[config.mk]
export PLATFORM = sky130hd
export DESIGN_NAME = mcu_mux_array_k
export DESIGN_NICKNAME = d
export VERILOG_FILES = /design/src/rtl/mcu_mux_array_k.sv
export SDC_FILE = /design/constraint.sdc
export NUM_CORES = 1
export LEC_CHECK = 0
export ABC_AREA = 1
export CAP_MARGIN = 10
export CORE_MARGIN = 2
export CORE_UTILIZATION = 45
export DETAILED_ROUTE_END_ITERATION = 8
export GPL_ROUTABILITY_DRIVEN = 0
export PLACE_DENSITY_LB_ADDON = 0.15
export SLEW_MARGIN = 20
export SYNTH_ARGS = -nofsm -noshare
export SYNTH_HDL_FRONTEND = slang
export SYNTH_SLANG_ARGS = --single-unit
[constraint.sdc]
create_clock -name i_CLK -period 3 [get_ports i_CLK]
set_clock_uncertainty 0.15 [all_clocks]
set_input_delay 0.6 -clock i_CLK [delete_from_list [all_inputs] [get_ports i_CLK]]
set_output_delay 0.6 -clock i_CLK [all_outputs]
set_load 0.02 [all_outputs]
[src/rtl/mcu_mux_array_k.sv]
// Registered routing crossbar between M = N+K-1 line-buffer banks and N convolution units.
// Owns the bank-rotation base pointer; every output is registered one cycle behind the inputs.
module mcu_mux_array_k #(
    parameter int N           = 2,
    parameter int K           = 3,
    parameter int BITS_IMAGEN = 8,
    parameter int BITS_DATA   = 13,
    localparam int M          = N + K - 1,
    localparam int W          = (M > 1) ? $clog2(M) : 1
) (
    input  logic                           i_CLK,
    input  logic                           i_rst_n,
    input  logic [1:0]                     i_state,
    input  logic                           i_valid,
    input  logic [W-1:0]                   i_memSelect,
    input  logic [BITS_IMAGEN-1:0]         i_Data,
    input  logic [M*BITS_DATA-1:0]         i_MemData,
    input  logic [N*BITS_DATA-1:0]         i_DataConv,
    input  logic                           i_rotate,
    input  logic                           i_clear,
    output logic [N*K*BITS_IMAGEN-1:0]     o_DataConv,
    output logic [M*BITS_DATA-1:0]         o_MemData,
    output logic [M-1:0]                   o_MemWe,
    output logic [BITS_DATA-1:0]           o_Data,
    output logic                           o_valid,
    output logic [W-1:0]                   o_base,
    output logic                           o_err
);

    typedef enum logic [1:0] {
        ST_LOAD = 2'b00,
        ST_PROC = 2'b01,
        ST_OUT  = 2'b10,
        ST_IDLE = 2'b11
    } state_t;

    localparam logic [W:0]   M_EXT  = (W + 1)'(M);
    localparam logic [W-1:0] N_STEP = W'(N % M);

    // Offsets never exceed M-1, so the raw sum stays below 2M-1 and one subtract wraps it.
    function automatic logic [W-1:0] mod_add(input logic [W-1:0] a, input logic [W-1:0] c);
        logic [W:0] s;
        s = {1'b0, a} + {1'b0, c};
        if (s >= M_EXT) s = s - M_EXT;
        return s[W-1:0];
    endfunction

    state_t                       state;
    logic                         sel_ok;
    logic                         valid_d;
    logic                         err_d;
    logic [N*K*BITS_IMAGEN-1:0]   conv_d;
    logic [M*BITS_DATA-1:0]       mem_d;
    logic [M-1:0]                 we_d;
    logic [BITS_DATA-1:0]         data_d;
    logic [W-1:0]                 base_d;

    assign state  = state_t'(i_state);
    assign sel_ok = ({1'b0, i_memSelect} < M_EXT);

    always_comb begin
        conv_d  = '0;
        mem_d   = '0;
        we_d    = '0;
        data_d  = '0;
        err_d   = 1'b0;
        valid_d = i_valid && (state != ST_IDLE);
        if (valid_d) begin
            unique case (state)
                ST_LOAD: begin
                    if (sel_ok) begin
                        we_d[i_memSelect] = 1'b1;
                        mem_d[int'(i_memSelect)*BITS_DATA +: BITS_DATA] = BITS_DATA'(i_Data);
                    end else begin
                        err_d = 1'b1;
                    end
                end
                ST_PROC: begin
                    for (int i = 0; i < N; i++) begin
                        for (int j = 0; j < K; j++) begin
                            conv_d[(i*K+j)*BITS_IMAGEN +: BITS_IMAGEN] =
                                i_MemData[int'(mod_add(o_base, W'(i+j)))*BITS_DATA +: BITS_IMAGEN];
                        end
                        // Unit i writes back into the bank holding its first tap.
                        mem_d[int'(mod_add(o_base, W'(i)))*BITS_DATA +: BITS_DATA] =
                            i_DataConv[i*BITS_DATA +: BITS_DATA];
                        we_d[mod_add(o_base, W'(i))] = 1'b1;
                    end
                end
                ST_OUT: begin
                    if (sel_ok) begin
                        data_d = i_MemData[int'(i_memSelect)*BITS_DATA +: BITS_DATA];
                    end else begin
                        err_d = 1'b1;
                    end
                end
                default: ;
            endcase
        end
    end

    // Rotation ignores i_valid only through clear; a rotate must itself be a valid PROC beat.
    always_comb begin
        base_d = o_base;
        if (i_clear) begin
            base_d = '0;
        end else if (i_rotate && i_valid && (state == ST_PROC)) begin
            base_d = mod_add(o_base, N_STEP);
        end
    end

    always_ff @(posedge i_CLK or negedge i_rst_n) begin
        if (!i_rst_n) begin
            o_DataConv <= '0;
            o_MemData  <= '0;
            o_MemWe    <= '0;
            o_Data     <= '0;
            o_valid    <= 1'b0;
            o_err      <= 1'b0;
            o_base     <= '0;
        end else begin
            o_DataConv <= conv_d;
            o_MemData  <= mem_d;
            o_MemWe    <= we_d;
            o_Data     <= data_d;
            o_valid    <= valid_d;
            o_err      <= err_d;
            o_base     <= base_d;
        end
    end

endmodule

==> impl_metrics.csv, run 1 <==
group,metric,value,unit
floorplanning,die_area,11200,sq um
flow_run,maxCapViolCount,0,
floorplanning,dieHeight,106,um
power,p_comb_share,16.7,%
placement,dpl.hpwl,10.4,mm
critical_path,slowest_delay,520,ps
critical_path,startpoint_type,"input port",
floorplanning,fp-row-count,37,
timing,tns,0,ps
finish,diodes,0,
routing,ant_nets,0,
routing,drtIter0Drc,254,
critical_path,critPathArrivalTime,2450,ps
routing,wl,14.1,mm
timing,post-route-period-util,77.0,%
timing,worstMarginPinSlew,671,ps
cts,cts_buffer_depth,2,
grt,grt_max_degree,45,
cts,cts-root-buf,"clkbuf_8",
placement,placed_cells,869,
critical_path,crit_family,"simple AND/OR/NAND/NOR gates",
yosys,yosys.cell_types.count,22,
yosys,synth_seq_cells,103,
yosys,synthFlopType,"dfrtp_1",
cts,cts_tree,"built",
cts,cts_max_level,3,
power,peakVddDrop,0.296,mV
timing,drv_slew,0,
grt,gr-usage-all-layers,25.8,%
timing,period_needed,2310,ps
floorplanning,ios,216,
power,switching_share,25.5,%
yosys,syn_area,4670,sq um
min_path,hp-class,"in2async",
yosys,async_flop_share,100,%
cts,cts.hold.buffers_added,0,
critical_path,critPathBufInv,2,
critical_path,path_class,"in2reg",
cts,cts_setup_buffers,0,
routing,drc_errors,0,
cts,post_cts_resized,0,
cts,path_clk_slew,100,ps
timing,timing.fmax,433,MHz
placement,postPlaceCellArea,6790,sq um
power,internal-power,2220,uW
yosys,syn_area_per_cell,8.34,sq um
yosys,yosysSeqAreaShare,55.2,%
critical_path,rrSetupSlack,1460,ps
finish,nets,844,
timing,holdWs,71.2,ps
finish,final_common_cell,"clkdlybuf4s50_1",
power,power_density,423,nW/um^2
finish,layout-drive-gt1-share,4.41,%
timing,maxSlewHeadroom,55.1,%
floorplanning,start_util,45.9,%
finish,syn_to_final_growth,50.7,%
critical_path,cp.required,3140,ps
timing,rsz0062_at_grt,"no",
power,p_leak,0.00308,uW
critical_path,cp_cell_sequence,"clkdlybuf4s50_1 -> clkinv_1 -> ha_1 -> nor2_1 -> nand4_1 -> a21oi_1",
critical_path,timing.rr.start,"o_base[1]",
timing,setup-violations-final,0,
yosys,synth_edf_count,0,
cts,clkSinkCount,103,
yosys,postSynthCellCount,560,
placement,portBuffers,213,
grt,grt_pass1_vias,4407,
placement,dp_slack,308,ps
critical_path,r2r_cells,5,
routing,wl_per_cell,15.9,um
power,pwr-share-clk,35.4,%
timing,setup_ws,690,ps
finish,fin_cells,885,
cts,clkLatencyLatePin,360,ps
routing,via_count,4525,
routing,dr.pass1.iters,5,
power,netSwitchingPower,758,uW
finish,final_cell_mix,"clkdlybuf4s50_1, nand2_1, dfrtp_1",
routing,vias_per_cell,5.11,
timing,hold_viol_final,0,
status,status,"completed",
yosys,synth_warnings,0,
cts,numCtsBuffers,9,
grt,antenna_found_initial,0,
floorplanning,core-area,10200,sq um
critical_path,setup.worst_path.end_class,"flip-flop",
grt,overflow,0,
critical_path,crit_slowest_cell,"clkdlybuf4s50_1",
power,p_seq_share,48.0,%
grt,grt_pass1_wl,22.4,mm
critical_path,crit_fanout,10,
finish,fin_area,7040,sq um
floorplanning,die_w,106,um
critical_path,r2r-end,"o_DataConv[47]",
## synthesized netlist by cell type, types with 2 or more instances
master / instances / area share, %
a21oi_1: 76 / 8.1
buf_1: 2 / 0.16
buf_2: 17 / 1.8
buf_4: 20 / 3.2
buf_6: 3 / 0.72
clkbuf_1: 11 / 0.88
clkinv_1: 2 / 0.16
dfrtp_1: 103 / 55
ha_1: 5 / 1.3
inv_1: 24 / 1.9
nand2_1: 177 / 14
nand3_1: 6 / 0.64
nand4_1: 20 / 2.7
nor2_1: 55 / 4.4
nor3_1: 20 / 2.1
o21ai_0: 13 / 1.4
## worst max path at each step
stage                    end            from  slack [ps]  cells after the start
2_1_floorplan   o_MemData[0]  i_memSelect[1]         750                      7
3_3_place_gp    o_MemData[0]  i_memSelect[1]         460                      6
3_5_place_dp    o_MemData[1]  i_memSelect[1]         310                      6
4_1_cts         o_MemData[1]  i_memSelect[1]         710                      6
5_1_grt        o_MemData[31]  i_memSelect[0]         600                      7
6_report        o_MemData[1]  i_memSelect[1]         690                      6
## kinds of logic after synthesis
logic type	Yosys count	synth area share (%)
simple gates	281	24.7
flops	103	55.2
other cells	1	0.0803
buf+inv	80	8.97
fa+ha+maj	5	1.34
compound gates	90	9.69
## sequential cells by signal, summed over array words and instances, names as in the netlist
name / cells
o_Data: 13
o_MemWe: 4
o_base: 1
o_DataConv: 32
o_valid: 1
o_MemData: 52
## power groups by stage
stage / registers (uW) / clock network (uW) / logic, uW
after floorplan: 1490 / 0 / 171
after global placement: 1450 / 0 / 485
after detailed placement: 1450 / 0 / 495
after CTS: 1430 / 1070 / 497
after global routing: 1430 / 1120 / 539
final: 1430 / 1050 / 495
## per-layer routing
| metal | global-route usage [%] | vias to the layer above | wire length [um] | share of wire, % |
|---|---|---|---|---|
| met5 | 0 | - | 0 | 0 |
| met4 | 11.5 | 0 | 408 | 2.9 |
| met3 | 5.52 | 30 | 1070 | 7.6 |
| met2 | 43.9 | 223 | 7020 | 50 |
| met1 | 31.9 | 2134 | 5600 | 40 |
| li1 | - | 2138 | - | - |
## cell type report
type / instances / area [sq um]
tap: 136 / 170
clock inverter: 5 / 105
multi-input combinational: 378 / 1690
clock buffer: 11 / 141
timing repair buffer: 225 / 2260
sequential: 103 / 2580
inverter: 27 / 101
fill: 835 / 3150
## per-stage QoR
| step | util [%] | total power (uW) |
|---|---|---|
| floorplan | - | 1660 |
| global route | 69.1 | 3080 |
| finish | 69.1 | 2970 |
| detailed placement | 66.7 | 1950 |
| CTS | 69.1 | 2990 |
| global placement | 66.7 | 1940 |
Note: power is estimated with default switching activity, not from simulation.
==> run 2: changes to the inputs <==
Settings changed: CORE_UTILIZATION 45 to 38.
Clock period 3 ns to 2.03 ns, I/O delays scaled along.
==> impl_metrics.csv, run 2 (synthesis results as in run 1) <==
group,metric,value,unit
status,status,"completed",
floorplanning,die_w,115,um
power,netSwitchingPower,1210,uW
critical_path,startpoint_type,"flip-flop",
routing,wl,14.8,mm
floorplanning,die_area,13200,sq um
cts,numCtsBuffers,9,
timing,rsz0062_at_grt,"no",
finish,final_common_cell,"clkdlybuf4s50_1",
power,power_density,636,nW/um^2
timing,period_needed,1890,ps
finish,utilization,61.1,%
power,internal-power,3460,uW
cts,cts_max_level,3,
critical_path,crit_fanout,2,
cts,cts-root-buf,"clkbuf_16",
min_path,hp-class,"in2async",
floorplanning,ios,216,
timing,post-route-period-util,93.3,%
finish,syn_to_final_growth,57.1,%
finish,final_cell_mix,"clkdlybuf4s50_1, nand2_1, dfrtp_1",
floorplanning,fp-row-count,40,
grt,grt_pass1_wl,23.1,mm
cts,clkSinkCount,103,
routing,ant_nets,0,
critical_path,setup.worst_path.end_class,"primary output",
routing,drc_errors,0,
timing,maxSlewHeadroom,63.1,%
critical_path,critPathArrivalTime,1340,ps
critical_path,r2r_cells,5,
routing,via_count,4620,
finish,diodes,0,
floorplanning,dieHeight,115,um
finish,fin_cells,918,
critical_path,cp_cell_sequence,"clkdlybuf4s50_1",
power,p_comb_share,17.0,%
critical_path,crit_family,"buffers and inverters",
routing,wl_per_cell,16.1,um
timing,tns,0,ps
timing,hold_viol_final,0,
timing,setup-violations-final,0,
routing,vias_per_cell,5.03,
timing,holdWs,303,ps
routing,dr.pass1.iters,5,
placement,portBuffers,213,
flow_run,maxCapViolCount,0,
critical_path,cp.required,1470,ps
finish,nets,866,
power,power.total,4670,uW
power,p_seq_share,45.2,%
critical_path,crit_slowest_cell,"clkdlybuf4s50_1",
placement,dpl.hpwl,10.9,mm
routing,drtIter0Drc,258,
grt,antenna_found_initial,0,
critical_path,slowest_delay,630,ps
floorplanning,core-area,12000,sq um
cts,cts_tree,"built",
timing,worstMarginPinSlew,552,ps
cts,path_clk_slew,70,ps
floorplanning,start_util,38.9,%
finish,reg_top3,"o_MemData x52, o_DataConv x32, o_Data x13",
power,switching_share,25.8,%
grt,overflow,0,
critical_path,cp.depth,1,
cts,cts_buffer_depth,2,
finish,regMostFlops,"o_MemData",
power,peakVddDrop,0.478,mV
timing,timing.fmax,528,MHz
finish,largest_reg_flops,52,
power,p_leak,0.00325,uW
critical_path,path_class,"reg2out",
grt,gr-usage-all-layers,22.5,%
timing,drv_slew,0,
finish,layout-drive-gt1-share,6.87,%
grt,grt_max_degree,58,
critical_path,critPathBufInv,1,
cts,cts_setup_buffers,0,
grt,grt_pass1_vias,4655,
placement,placed_cells,901,
power,pwr-share-clk,37.9,%
cts,clkLatencyLatePin,330,ps
==> run 2: power groups by stage <==
stage | registers [uW] | logic (uW) | clock network, uW
floorplan | 2200 | 253 | 0
CTS | 2110 | 794 | 1790
global placement | 2150 | 776 | 0
global route | 2110 | 859 | 1900
detailed placement | 2150 | 789 | 0
finish | 2110 | 792 | 1770
==> run 2: area by class of cell <==
| type | instances | area, sq um |
|---|---|---|
| timing repair buffer | 247 | 2490 |
| clock buffer | 12 | 246 |
| clock inverter | 4 | 55.1 |
| tap | 147 | 184 |
| inverter | 27 | 101 |
| multi-input combinational | 378 | 1690 |
| sequential | 103 | 2580 |
| fill | 1093 | 4670 |
==> run 2: per-layer routing <==
layer / wire, um / part of all wire [%] / GRT usage [%]
met5: 0 / 0 / 0
met4: 390 / 2.6 / 8.43
met3: 1070 / 7.2 / 5.48
met2: 7240 / 49 / 37.5
met1: 6110 / 41 / 28.6
==> run 2: worst paths after layout <==
| path | slack (ps) | startpoint | to |
|---|---|---|---|
| min | 300 | i_rst_n | o_DataConv[34] |
| max | 140 | o_DataConv[31] | o_DataConv[31] |
| max in group asynchronous | 890 | i_rst_n | o_DataConv[47] |
| min reg2reg | 600 | o_base[1] | o_MemWe[3] |
| max reg2reg | 600 | o_base[1] | o_DataConv[31] |
| min in group i_CLK | 470 | i_DataConv[22] | o_MemData[48] |
==> run 2: timing repair <==
action	4_1_cts	5_1_grt
resized for setup	0	1
endpoints found under the setup margin	0	1
hold endpoints to repair	9	0
hold buffers	1	0
==> run 2: through the flow <==
stage | cell area [sq um] | setup slack [ps]
after global placement | 7030 | -99.9
final | 7340 | 137
after floorplan | 4680 | 7.42
after CTS | 7340 | 28.1
after global routing | 7340 | 51.4
after detailed placement | 7030 | -175
